==> config.mk <==
export PLATFORM = sky130hd
export DESIGN_NAME = pc_sequencer
export DESIGN_NICKNAME = d
export VERILOG_FILES = /design/src/rtl/pc_sequencer.sv
export SDC_FILE = /design/constraint.sdc
export NUM_CORES = 1
export LEC_CHECK = 0
export CAP_MARGIN = 15
export CORE_MARGIN = 4
export CORE_UTILIZATION = 45
export CTS_CLUSTER_SIZE = 40
export DETAILED_ROUTE_END_ITERATION = 16
export GPL_ROUTABILITY_DRIVEN = 0
export HOLD_SLACK_MARGIN = 0.1
export PLACE_DENSITY = 0.7
export SYNTH_ARGS = -nofsm -noshare
export SYNTH_HDL_FRONTEND = slang
export SYNTH_SLANG_ARGS = --single-unit
==> constraint.sdc <==
create_clock -name CLK -period 2.6 [get_ports CLK]
set_input_delay 0.39 -clock CLK [delete_from_list [all_inputs] [get_ports CLK]]
set_output_delay 0.39 -clock CLK [all_outputs]
set_load 0.05 [all_outputs]
==> src/rtl/pc_sequencer.sv <==
// pc_sequencer: fetch program counter at the head of the fetch stage.
//
// Holds the fetch PC, advances it by INC when a fetch completes, applies branch/jump
// redirects (buffering one while fetch cannot advance), enters a sticky halt state and
// keeps a small circular return-address stack (RAS) for call/return prediction.
//
// Ports:
//   CLK, nRST          clock (rising edge), asynchronous active-low reset
//   ihit               fetch of current_pc completed this cycle
//   stall              hazard stall, PC holds
//   halt               halt request; enters HALTED until reset
//   redirect_valid/pc  redirect target (buffered when not advancing)
//   ras_push/push_pc   push a return address
//   ras_pop            pop the RAS top
//   current_pc         registered fetch PC
//   pc_plus            current_pc + INC (combinational)
//   halted             block is in HALTED
//   redirect_pending   a buffered redirect is waiting
//   ras_top            top RAS entry, 0 when empty
//   ras_empty          RAS holds no entries
module pc_sequencer #(
  parameter int unsigned     PC_W      = 32,
  parameter logic [PC_W-1:0] RESET_PC  = '0,
  parameter int unsigned     INC       = 4,
  parameter int unsigned     RAS_DEPTH = 4
) (
  input  logic            CLK,
  input  logic            nRST,
  input  logic            ihit,
  input  logic            stall,
  input  logic            halt,
  input  logic            redirect_valid,
  input  logic [PC_W-1:0] redirect_pc,
  input  logic            ras_push,
  input  logic [PC_W-1:0] ras_push_pc,
  input  logic            ras_pop,
  output logic [PC_W-1:0] current_pc,
  output logic [PC_W-1:0] pc_plus,
  output logic            halted,
  output logic            redirect_pending,
  output logic [PC_W-1:0] ras_top,
  output logic            ras_empty
);

  localparam int unsigned PTR_W = $clog2(RAS_DEPTH);
  localparam int unsigned CNT_W = PTR_W + 1;
  localparam logic [CNT_W-1:0] CNT_FULL = CNT_W'(RAS_DEPTH);

  typedef enum logic [0:0] {StRun, StHalted} state_e;

  state_e           state_q;
  logic [PC_W-1:0]  pc_q;
  logic [PC_W-1:0]  pend_pc_q;
  logic             pend_q;
  logic [PC_W-1:0]  ras_q [RAS_DEPTH];
  logic [PTR_W-1:0] top_q;
  logic [CNT_W-1:0] cnt_q;

  logic [PTR_W-1:0] top_inc;
  logic [PTR_W-1:0] top_dec;
  logic             adv;
  logic             ras_is_empty;

  assign top_inc      = top_q + PTR_W'(1);
  assign top_dec      = top_q - PTR_W'(1);
  assign ras_is_empty = (cnt_q == '0);
  assign adv          = ihit & ~stall & ~halt & (state_q == StRun);

  always_ff @(posedge CLK, negedge nRST) begin
    if (!nRST) begin
      state_q   <= StRun;
      pc_q      <= RESET_PC;
      pend_q    <= 1'b0;
      pend_pc_q <= '0;
      top_q     <= '0;
      cnt_q     <= '0;
      for (int i = 0; i < int'(RAS_DEPTH); i++) begin
        ras_q[i] <= '0;
      end
    end else begin
      case (state_q)
        StRun: begin
          if (halt) begin
            // Halting drops any buffered or same-cycle redirect and skips RAS updates.
            state_q <= StHalted;
            pend_q  <= 1'b0;
          end else begin
            if (adv) begin
              if (redirect_valid) begin
                pc_q <= redirect_pc;
              end else if (pend_q) begin
                pc_q <= pend_pc_q;
              end else begin
                pc_q <= pc_plus;
              end
              pend_q <= 1'b0;
            end else if (redirect_valid) begin
              // Newest redirect wins while fetch is blocked.
              pend_q    <= 1'b1;
              pend_pc_q <= redirect_pc;
            end

            // RAS operations are independent of adv.
            if (ras_push && (!ras_pop || ras_is_empty)) begin
              // Full stack wraps and overwrites the oldest entry.
              ras_q[top_inc] <= ras_push_pc;
              top_q          <= top_inc;
              if (cnt_q != CNT_FULL) begin
                cnt_q <= cnt_q + CNT_W'(1);
              end
            end else if (ras_push && ras_pop) begin
              ras_q[top_q] <= ras_push_pc;
            end else if (ras_pop && !ras_is_empty) begin
              top_q <= top_dec;
              cnt_q <= cnt_q - CNT_W'(1);
            end
          end
        end
        default: begin
          // HALTED: frozen until reset.
          state_q <= StHalted;
        end
      endcase
    end
  end

  assign current_pc       = pc_q;
  assign pc_plus          = pc_q + PC_W'(INC);
  assign halted           = (state_q == StHalted);
  assign redirect_pending = pend_q;
  assign ras_top          = ras_is_empty ? '0 : ras_q[top_q];
  assign ras_empty        = ras_is_empty;

endmodule

# --- Yosys cells after proc, flatten, opt, wreduce, memory -nomap -nowiden ---
# Cells that the tools add are included.
totals:
  regBits: 199
  latch_bits: 0
  mem_bits_rw: 0
  rom_bits: 0
  input_bits: 72
  out_inout_bits: 99
  word_cells: 75
  memories: 0
op_classes:
  addsub: 5
  n_mul: 0
  div: 0
  order_cmp: 4
  n_eq_ne: 3
  shifts: 0
  mux: 26
  n_bitwise: 9
  n_reduce_logical: 18
ops:
  columns: ["operator", "count"]
  rows:
  - ["$bwmux 128", 2]
  - ["$mux 128", 2]
  - ["$mux 32", 7]
  - ["$demux 32 s2", 2]
  - ["$bmux 32 s2", 1]
  - ["$add 32x3->32 const B", 1]
  - ["$mux 3", 4]
  - ["$reduce_and 4->1", 2]
  - ["$ge 3x3->1 const B", 2]
  - ["$lt 3x1->1 const B", 2]
  - ["$mux 2", 3]
  - ["$not 2->3", 2]
  - ["$reduce_and 3->1", 2]
  - ["$logic_and 1x1->1", 5]
  - ["$mux 1", 5]
  - ["$reduce_and 5->1", 1]
  - ["$not 1->1", 4]
  - ["$reduce_bool 2->1", 2]
  - ["$add 3x1->3 const B", 1]
  - ["$and 1x1->1", 3]
  - ["$logic_not 3->1", 1]
  - ["$ne 3x3->1 const B", 1]
  - ["$reduce_bool 3->1", 1]
  - ["$sub 3x1->3 const B", 1]
  - ["other kinds (7)", 8]

# --- Longest topological paths before layout ---
# Gate-level depths: netlist of the first run.
logic_depth:
  ltp_word: 8
  mapped_depth: 9
  ltp_nobuf: 8

# --- Worst setup path before layout of the first run ---
# Ideal clock, no wire load.
synth_timing:
  path_kind: "reg2out"
  start: "register pc_q[11] (netlist: current_pc[11])"
  end: "output pc_plus[19]"
  arrival_time_ps: 2579
  t_required_ps: 2210
  setup_slack_ps: -369
  stages_incl_launch_ff: 5
  n_path_buf: 0
  cell_sequence: "dfrtp_1 -> nand3_1 -> or4_1 -> nor3_1 -> xor2_1"
synth_between:
  elab_chain_len: 1
synth_rtl:
  columns: ["element", "line_no", "source"]
  rows:
  - ["from (decl)", "52", "logic [PC_W-1:0] pc_q;"]
  - ["from (signal assigned)", "90", "pc_q <= redirect_pc;"]
  - ["from (signal assigned)", "92", "pc_q <= pend_pc_q;"]
  - ["from (signal assigned)", "94", "pc_q <= pc_plus;"]
  - ["$add 32x3->32", "128", "assign pc_plus = pc_q + PC_W'(INC);"]
  - ["to (decl)", "38", "output logic [PC_W-1:0] pc_plus,"]
# No other way between the ends.

# --- Worst setup path after layout of the first run ---
layout_timing:
  start: "register pc_q[3] (netlist: current_pc[3])"
  end: "output pc_plus[30]"
# The elaborated chain is that of the path after synthesis.

==> results of run 1 <==
==> registers in the layout (all words and copies together), names as in the netlist <==
name	flops
ras_q	128
cnt_q	3
current_pc	32
redirect_pending	1
pend_pc_q	32
halted	1
top_q	2
==> repair_timing <==
| action | in CTS | in global routing |
|---|---|---|
| gates resized for setup | 25 | 24 |
| buffers inserted | 11 | 23 |
| gates cloned | 0 | 1 |
| hold endpoints to repair | 63 | 0 |
| endpoints found under the setup margin | 21 | 31 |
| pin swaps | 7 | 13 |
| hold buffers | 1 | 0 |
==> power groups by stage <==
stage | Clock [uW] | Sequential [uW] | Combinational [uW]
after CTS | 2940 | 3340 | 1400
after global placement | 0 | 3400 | 1360
after detailed placement | 0 | 3400 | 1380
after floorplan | 0 | 3480 | 662
final | 2870 | 3340 | 1410
after global routing | 3060 | 3360 | 1520
==> cell usage after synthesis (all sizes together) (6+ instances only) <==
master	number
dfrtp	199
mux2	161
o21ai	42
nor2b	38
mux4	32
nor2	31
nand2	28
buf	27
clkbuf	26
a21oi	25
xor2	18
inv	14
xnor2	14
a22oi	13
nand3	10
o22ai	10
and3	9
nor3	9
ha	8
o2bb2ai	8
nand4	6
o31a	6
==> final cells by class <==
| class | count | area share (%) |
|---|---|---|
| flip-flops and latches | 199 | 35.6 |
| clock inverters | 15 | 1.69 |
| repair buffers | 243 | 21.0 |
| well taps | 275 | 2.45 |
| inverters | 14 | 0.374 |
| multi-input cells | 516 | 35.8 |
| clock buffers | 17 | 3.03 |
| diodes | 1 | 0.0178 |
==> worst max path at each step <==
| stage | cells past startpoint | from | end | slack [ps] |
|---|---|---|---|---|
| 2_1_floorplan | 3 | current_pc[7] | pc_plus[13] | -170 |
| 3_3_place_gp | 5 | current_pc[5] | pc_plus[25] | 210 |
| 3_5_place_dp | 5 | current_pc[10] | pc_plus[19] | 190 |
| 4_1_cts | 7 | current_pc[2] | pc_plus[22] | -2 |
| 5_1_grt | 8 | current_pc[3] | pc_plus[24] | -160 |
| 6_report | 7 | current_pc[3] | pc_plus[30] | -10 |
==> routing by layer <==
metal	global-route usage [%]	vias up	wire length (um)
met5	0	-	0
li1	-	3291	-
met2	33.9	285	12400
met1	28.0	3759	10500
met3	5.31	30	2060
met4	5.29	0	323
==> metrics by stage <==
step / util [%] / std cells / cell area (um2)
after floorplan: - / 782 / 10100
after detailed placement: 60.4 / 1211 / 12900
final: 65.8 / 1280 / 14100
after global routing: 65.8 / 1279 / 14100
after CTS: 64.4 / 1255 / 13800
after global placement: 60.4 / 1211 / 12900
==> cells by family (layout without fill, tap and decap cells) <==
group	after synthesis	count (layout)	synth area share, %
AO/OA/AOI/OAI	135	135	9.08
XOR/XNOR	32	32	2.83
adder cells (fa/ha/maj)	8	8	1.01
buffers and inverters	67	289	2.88
flip-flops	199	199	50.3
multiplexers	195	195	25.8
other	0	1	0
AND/OR/NAND/NOR	146	146	8.07
==> worst max-delay path, stage by stage, from the launching register on <==
cell and delay (ps):
dfrtp_2 420, ha_4 160, nand4_1 140, nor3_2 310
buf_6 160, and3_2 240, xor2_2 190, buf_12 160
==> metrics.yaml, run 1 <==
global_route:
  overflow: 0
  antenna_found_initial: 0
  grt_pass1_wl_um: 40600
  grt_pass1_vias: 7548
  grtUsageTotal_pct: 20.7
  grt_max_degree: 67
die:
  fp.coreArea_um2: 21400
  die_w_um: 156
  start_util_pct: 46.3
  die_y_um: 156
  io_pins: 171
  dieArea_um2: 24400
  rows: 53
detailed_routing:
  dr.pass1.iters: 5
  vias: 7365
  post_drt_wl_per_cell_um: 19.8
  drcViolationCount: 0
  via_per_inst: 5.75
  wl_um: 25300
  drt-initial-drc-count: 384
  postRouteAntennaNets: 0
logic_synthesis:
  async_reset_ff_share_pct: 100
  avgSynthCellArea_um2: 12.7
  ys_warn_count: 0
  synth_seq_cells: 199
  ys_top_cells_by_area: "dfrtp_1, mux2_2, mux4_2"
  yosys.area.top_type: "dfrtp_1"
  synth_flop_cell: "dfrtp_1"
  synth_edf_count: 0
  syn_area_um2: 9900
  synth_nets: 862
  syn_inst: 782
  synth.yosys.seq_area_share_pct: 50.3
  ys_types: 55
  synth_top_cell_area_share_pct: 50.3
pwr:
  seqPwrFrac_pct: 43.8
  leakagePower_uw: 0.00629
  power.total_uw: 7630
  clkPwrFrac_pct: 37.7
  internal_power_uw: 5240
  combPwrFrac_pct: 18.5
  power_density_nw_per_um2: 543
  swShare_pct: 31.2
  p_switching_uw: 2380
  ir_drop_mv: 0.427
timing:
  period_share_pct: 100
  tightest_slew_ps: 957
  slew_violations: 0
  finalSetupTns_ps: -21.1
  fin_ws_ps: -11.7
  setup_viol_count_final: 4
  finalHoldViolCount: 0
  final.min_clock_period_ps: 2610
  whs_ps: 488
  skew_ps: 17.2
  relSlewSlack_pct: 36.1
  fmax_mhz: 383
  rsz0062_at_grt: "yes"
clock_tree:
  htreeDepth: 4
  clk_transition_reported_paths_ps: 80
  clock_path_buffers: 2
  cts_tree: "done"
  root_buffer: "clkbuf_16"
  clock-sinks: 199
  cts_buffers: 17
  clkLatencyLatePin_ps: 440
worst_setup_path:
  cp.arrival_ps: 2220
  cp_max_fo: 5
  cp-start-kind: "flop"
  ff2ff_setup_slack_ps: 480
  worstPathRequired_ps: 2210
  path_class: "reg -> out"
  r2r-start: "current_pc[6]"
  rr_worst_depth: 8
  end_kind: "output port"
  regToRegEndpoint: "current_pc[25]"
place:
  dp_slack_ps: 185
  portBuffers: 170
  dp_hpwl_um: 16900
min_path:
  hold_end: "ras_q[106]"
  hp-class: "reg -> reg"
  worstHoldPathCells: 1
  hp-start: "ras_q[106]"
finish:
  final_cell_mix: "dfrtp_1, mux2_2, clkdlybuf4s50_1"
  final_common_cell: "dfrtp_1"
  n_fill_cell: 1535
  multi_input_area_um2: 5030
  seq_area_um2: 5000
  syn_to_final_growth_pct: 42.0
  finalNetCount: 1071
  drive_above_1_share_pct: 41.1
run:
  drv_cap: 0
run_status:
  status: "finished, violations left"
  violations: "negative setup slack"
No activity file was read; power rests on OpenSTA's default activity.
==> inputs of run 2 (changes only) <==
--- a/config.mk
+++ b/config.mk
@@ -10,9 +10,9 @@
 export CORE_UTILIZATION = 45
 export CTS_CLUSTER_SIZE = 40
 export DETAILED_ROUTE_END_ITERATION = 16
-export GPL_ROUTABILITY_DRIVEN = 0
 export HOLD_SLACK_MARGIN = 0.1
 export PLACE_DENSITY = 0.7
 export SYNTH_ARGS = -nofsm -noshare
 export SYNTH_HDL_FRONTEND = slang
 export SYNTH_SLANG_ARGS = --single-unit
+export TNS_END_PERCENT = 50
==> constraint.sdc (replaced) <==
create_clock -name CLK -period 3.4 [get_ports CLK]
set_input_delay 0.51 -clock CLK [delete_from_list [all_inputs] [get_ports CLK]]
set_output_delay 0.51 -clock CLK [all_outputs]
set_load 0.05 [all_outputs]
==> run 2 against run 1 <==
The run now ends clean. Wire length is 5.0% lower. Clock power is 28% lower. Hold slack worse by 370 ps. Largest power group unchanged.
==> metrics.yaml, run 2 (synthesis results as in run 1) <==
timing:
  finalSetupTns_ps: 0
  fmax_mhz: 314
  tightest_slew_ps: 949
  relSlewSlack_pct: 36.7
  rsz0062_at_grt: "no"
  final.min_clock_period_ps: 3180
  skew_ps: 18.5
  finalHoldViolCount: 0
  slew_violations: 0
  period_share_pct: 93.6
  setup_viol_count_final: 0
worst_setup_path:
  worstPathRequired_ps: 2890
  slowest_stage: "dlygate4sd2_1"
  crit_chain: "nand3_1 > nor4_4 > buf_4 > nand2_2 > nor2_1 > xor2_1 > dlygate4sd2_1"
  end_kind: "output port"
  cp.arrival_ps: 2670
  cp-start-kind: "flop"
  cp_max_fo: 9
  cp_top_family: "simple AND/OR/NAND/NOR gates"
  path_class: "reg -> out"
  cp_num_buf_inv: 2
  path_depth: 7
  critPathMaxStageDelay_ps: 540
  rr_worst_depth: 7
detailed_routing:
  dr.pass1.iters: 5
  postRouteAntennaNets: 0
  wl_um: 24000
  via_per_inst: 5.63
  drt-initial-drc-count: 354
  post_drt_wl_per_cell_um: 19.5
  vias: 6957
  drcViolationCount: 0
pwr:
  swShare_pct: 30.5
  p_switching_uw: 1690
  seqPwrFrac_pct: 46.2
  internal_power_uw: 3860
  leakagePower_uw: 0.00583
  ir_drop_mv: 0.405
  clkPwrFrac_pct: 37.2
  combPwrFrac_pct: 16.6
  power_density_nw_per_um2: 443
finish:
  finalNetCount: 1026
  final_common_cell: "dfrtp_1"
  final_cell_mix: "dfrtp_1, mux2_2, clkdlybuf4s50_1"
  n_fill_cell: 1779
  syn_to_final_growth_pct: 26.6
  drive_above_1_share_pct: 31.4
  stdcell_count: 1235
  largest_reg_flops: 128
  regMostFlops: "ras_q"
  postLayoutCoreUtil_pct: 58.7
  final_cell_area_um2: 12500
die:
  dieArea_um2: 24400
  fp.coreArea_um2: 21400
  start_util_pct: 46.3
  rows: 53
  die_y_um: 156
  die_w_um: 156
  io_pins: 171
clock_tree:
  clock_path_buffers: 2
  root_buffer: "clkbuf_16"
  cts_buffers: 17
  clk_transition_reported_paths_ps: 90
  htreeDepth: 4
  cts_tree: "done"
  post_cts_buffers: 0
  holdBufCountCts: 0
  clkLatencyLatePin_ps: 440
  clock-sinks: 199
global_route:
  overflow: 0
  grt_pass1_vias: 7132
  antenna_found_initial: 0
  grtUsageTotal_pct: 20.1
  grt_pass1_wl_um: 38800
  grt_max_degree: 94
place:
  gp_congestion: 0.856
  placed_cell_area_um2: 11900
  dpl.cell_count: 1202
  portBuffers: 170
  dp_hpwl_um: 16400
run_status:
  status: "finished, final reports clean"
min_path:
  hp-class: "in -> async"
run:
  drv_cap: 0
[run 2: changes by cell type in the layout (fill, tap and decap cells not counted), moves of 5 or more]
| cell | delta |
|---|---|
| buf_4 | +8 |
| buf_6 | -5 |
| dfrtp_1 | +17 |
| buf_12 | -65 |
| xor2_2 | -8 |
| xnor2_2 | -5 |
| dlymetal6s2s_1 | +6 |
| xor2_1 | +12 |
| clkdlybuf4s50_1 | +8 |
| dfrtp_2 | -17 |
| xnor2_1 | +9 |
[run 2: power groups by stage]
| stage | clock (uW) | sequential (uW) | combinational [uW] |
|---|---|---|---|
| final | 2060 | 2560 | 923 |
| after global placement | 0 | 2600 | 933 |
| after detailed placement | 0 | 2610 | 939 |
| after floorplan | 0 | 2650 | 497 |
| after global routing | 2230 | 2580 | 998 |
| after CTS | 2120 | 2560 | 940 |
[run 2: worst paths after layout]
kind | start | to | slack (ps)
hold reg to reg | ras_q[99] | ras_q[99] | 490
max in group asynchronous | nRST | ras_q[100] | 2390
setup reg to reg | cnt_q[1] | ras_q[107] | 1030
hold / removal | nRST | pend_pc_q[5] | 120
setup / recovery | current_pc[11] | pc_plus[29] | 220
min in group CLK | ras_q[99] | ras_q[99] | 490
[run 2: final cells by class]
cell class	count	area, um2	share of cell area, %
flip-flops and latches	199	4980	39.8
inverters	14	52.6	0.420
clock buffers	17	425	3.40
multi-input cells	516	4690	37.5
diodes	1	2.50	0.0200
clock inverters	15	190	1.52
well taps	275	344	2.75
repair buffers	198	1840	14.7
[run 2: routing by layer]
| layer | track usage [%] | share of wire [%] | vias to the layer above |
|---|---|---|---|
| met5 | 0 | 0 | - |
| li1 | - | - | 3201 |
| met4 | 4.30 | 0.69 | 0 |
| met3 | 5.70 | 7.5 | 14 |
| met2 | 33.0 | 49 | 214 |
| met1 | 26.8 | 43 | 3528 |
[run 2: stage by stage]
stage | hold slack [ps] | setup slack, ps | total power [uW]
floorplan | 214 | 311 | 3150
global placement | 464 | 375 | 3530
detailed placement | 472 | 333 | 3550
CTS | 154 | 12.6 | 5620
global route | 172 | 23.8 | 5800
finish | 122 | 219 | 5550
[run 2: timing repair]
| action | CTS | global route |
|---|---|---|
| cloned | 0 | 0 |
| setup endpoints to repair | 4 | 9 |
| resized for setup | 5 | 10 |
==> inputs of run 3 (changes only) <==
--- a/config.mk
+++ b/config.mk
@@ -5,11 +5,13 @@
 export SDC_FILE = /design/constraint.sdc
 export NUM_CORES = 1
 export LEC_CHECK = 0
+export ABC_CLOCK_PERIOD_IN_PS = 3400
 export CAP_MARGIN = 15
 export CORE_MARGIN = 4
 export CORE_UTILIZATION = 45
 export CTS_CLUSTER_SIZE = 40
 export DETAILED_ROUTE_END_ITERATION = 16
+export GPL_ROUTABILITY_DRIVEN = 1
 export HOLD_SLACK_MARGIN = 0.1
 export PLACE_DENSITY = 0.7
 export SYNTH_ARGS = -nofsm -noshare
==> results of run 3 <==
Final layout, timing and power as in run 2 (identical DEF).
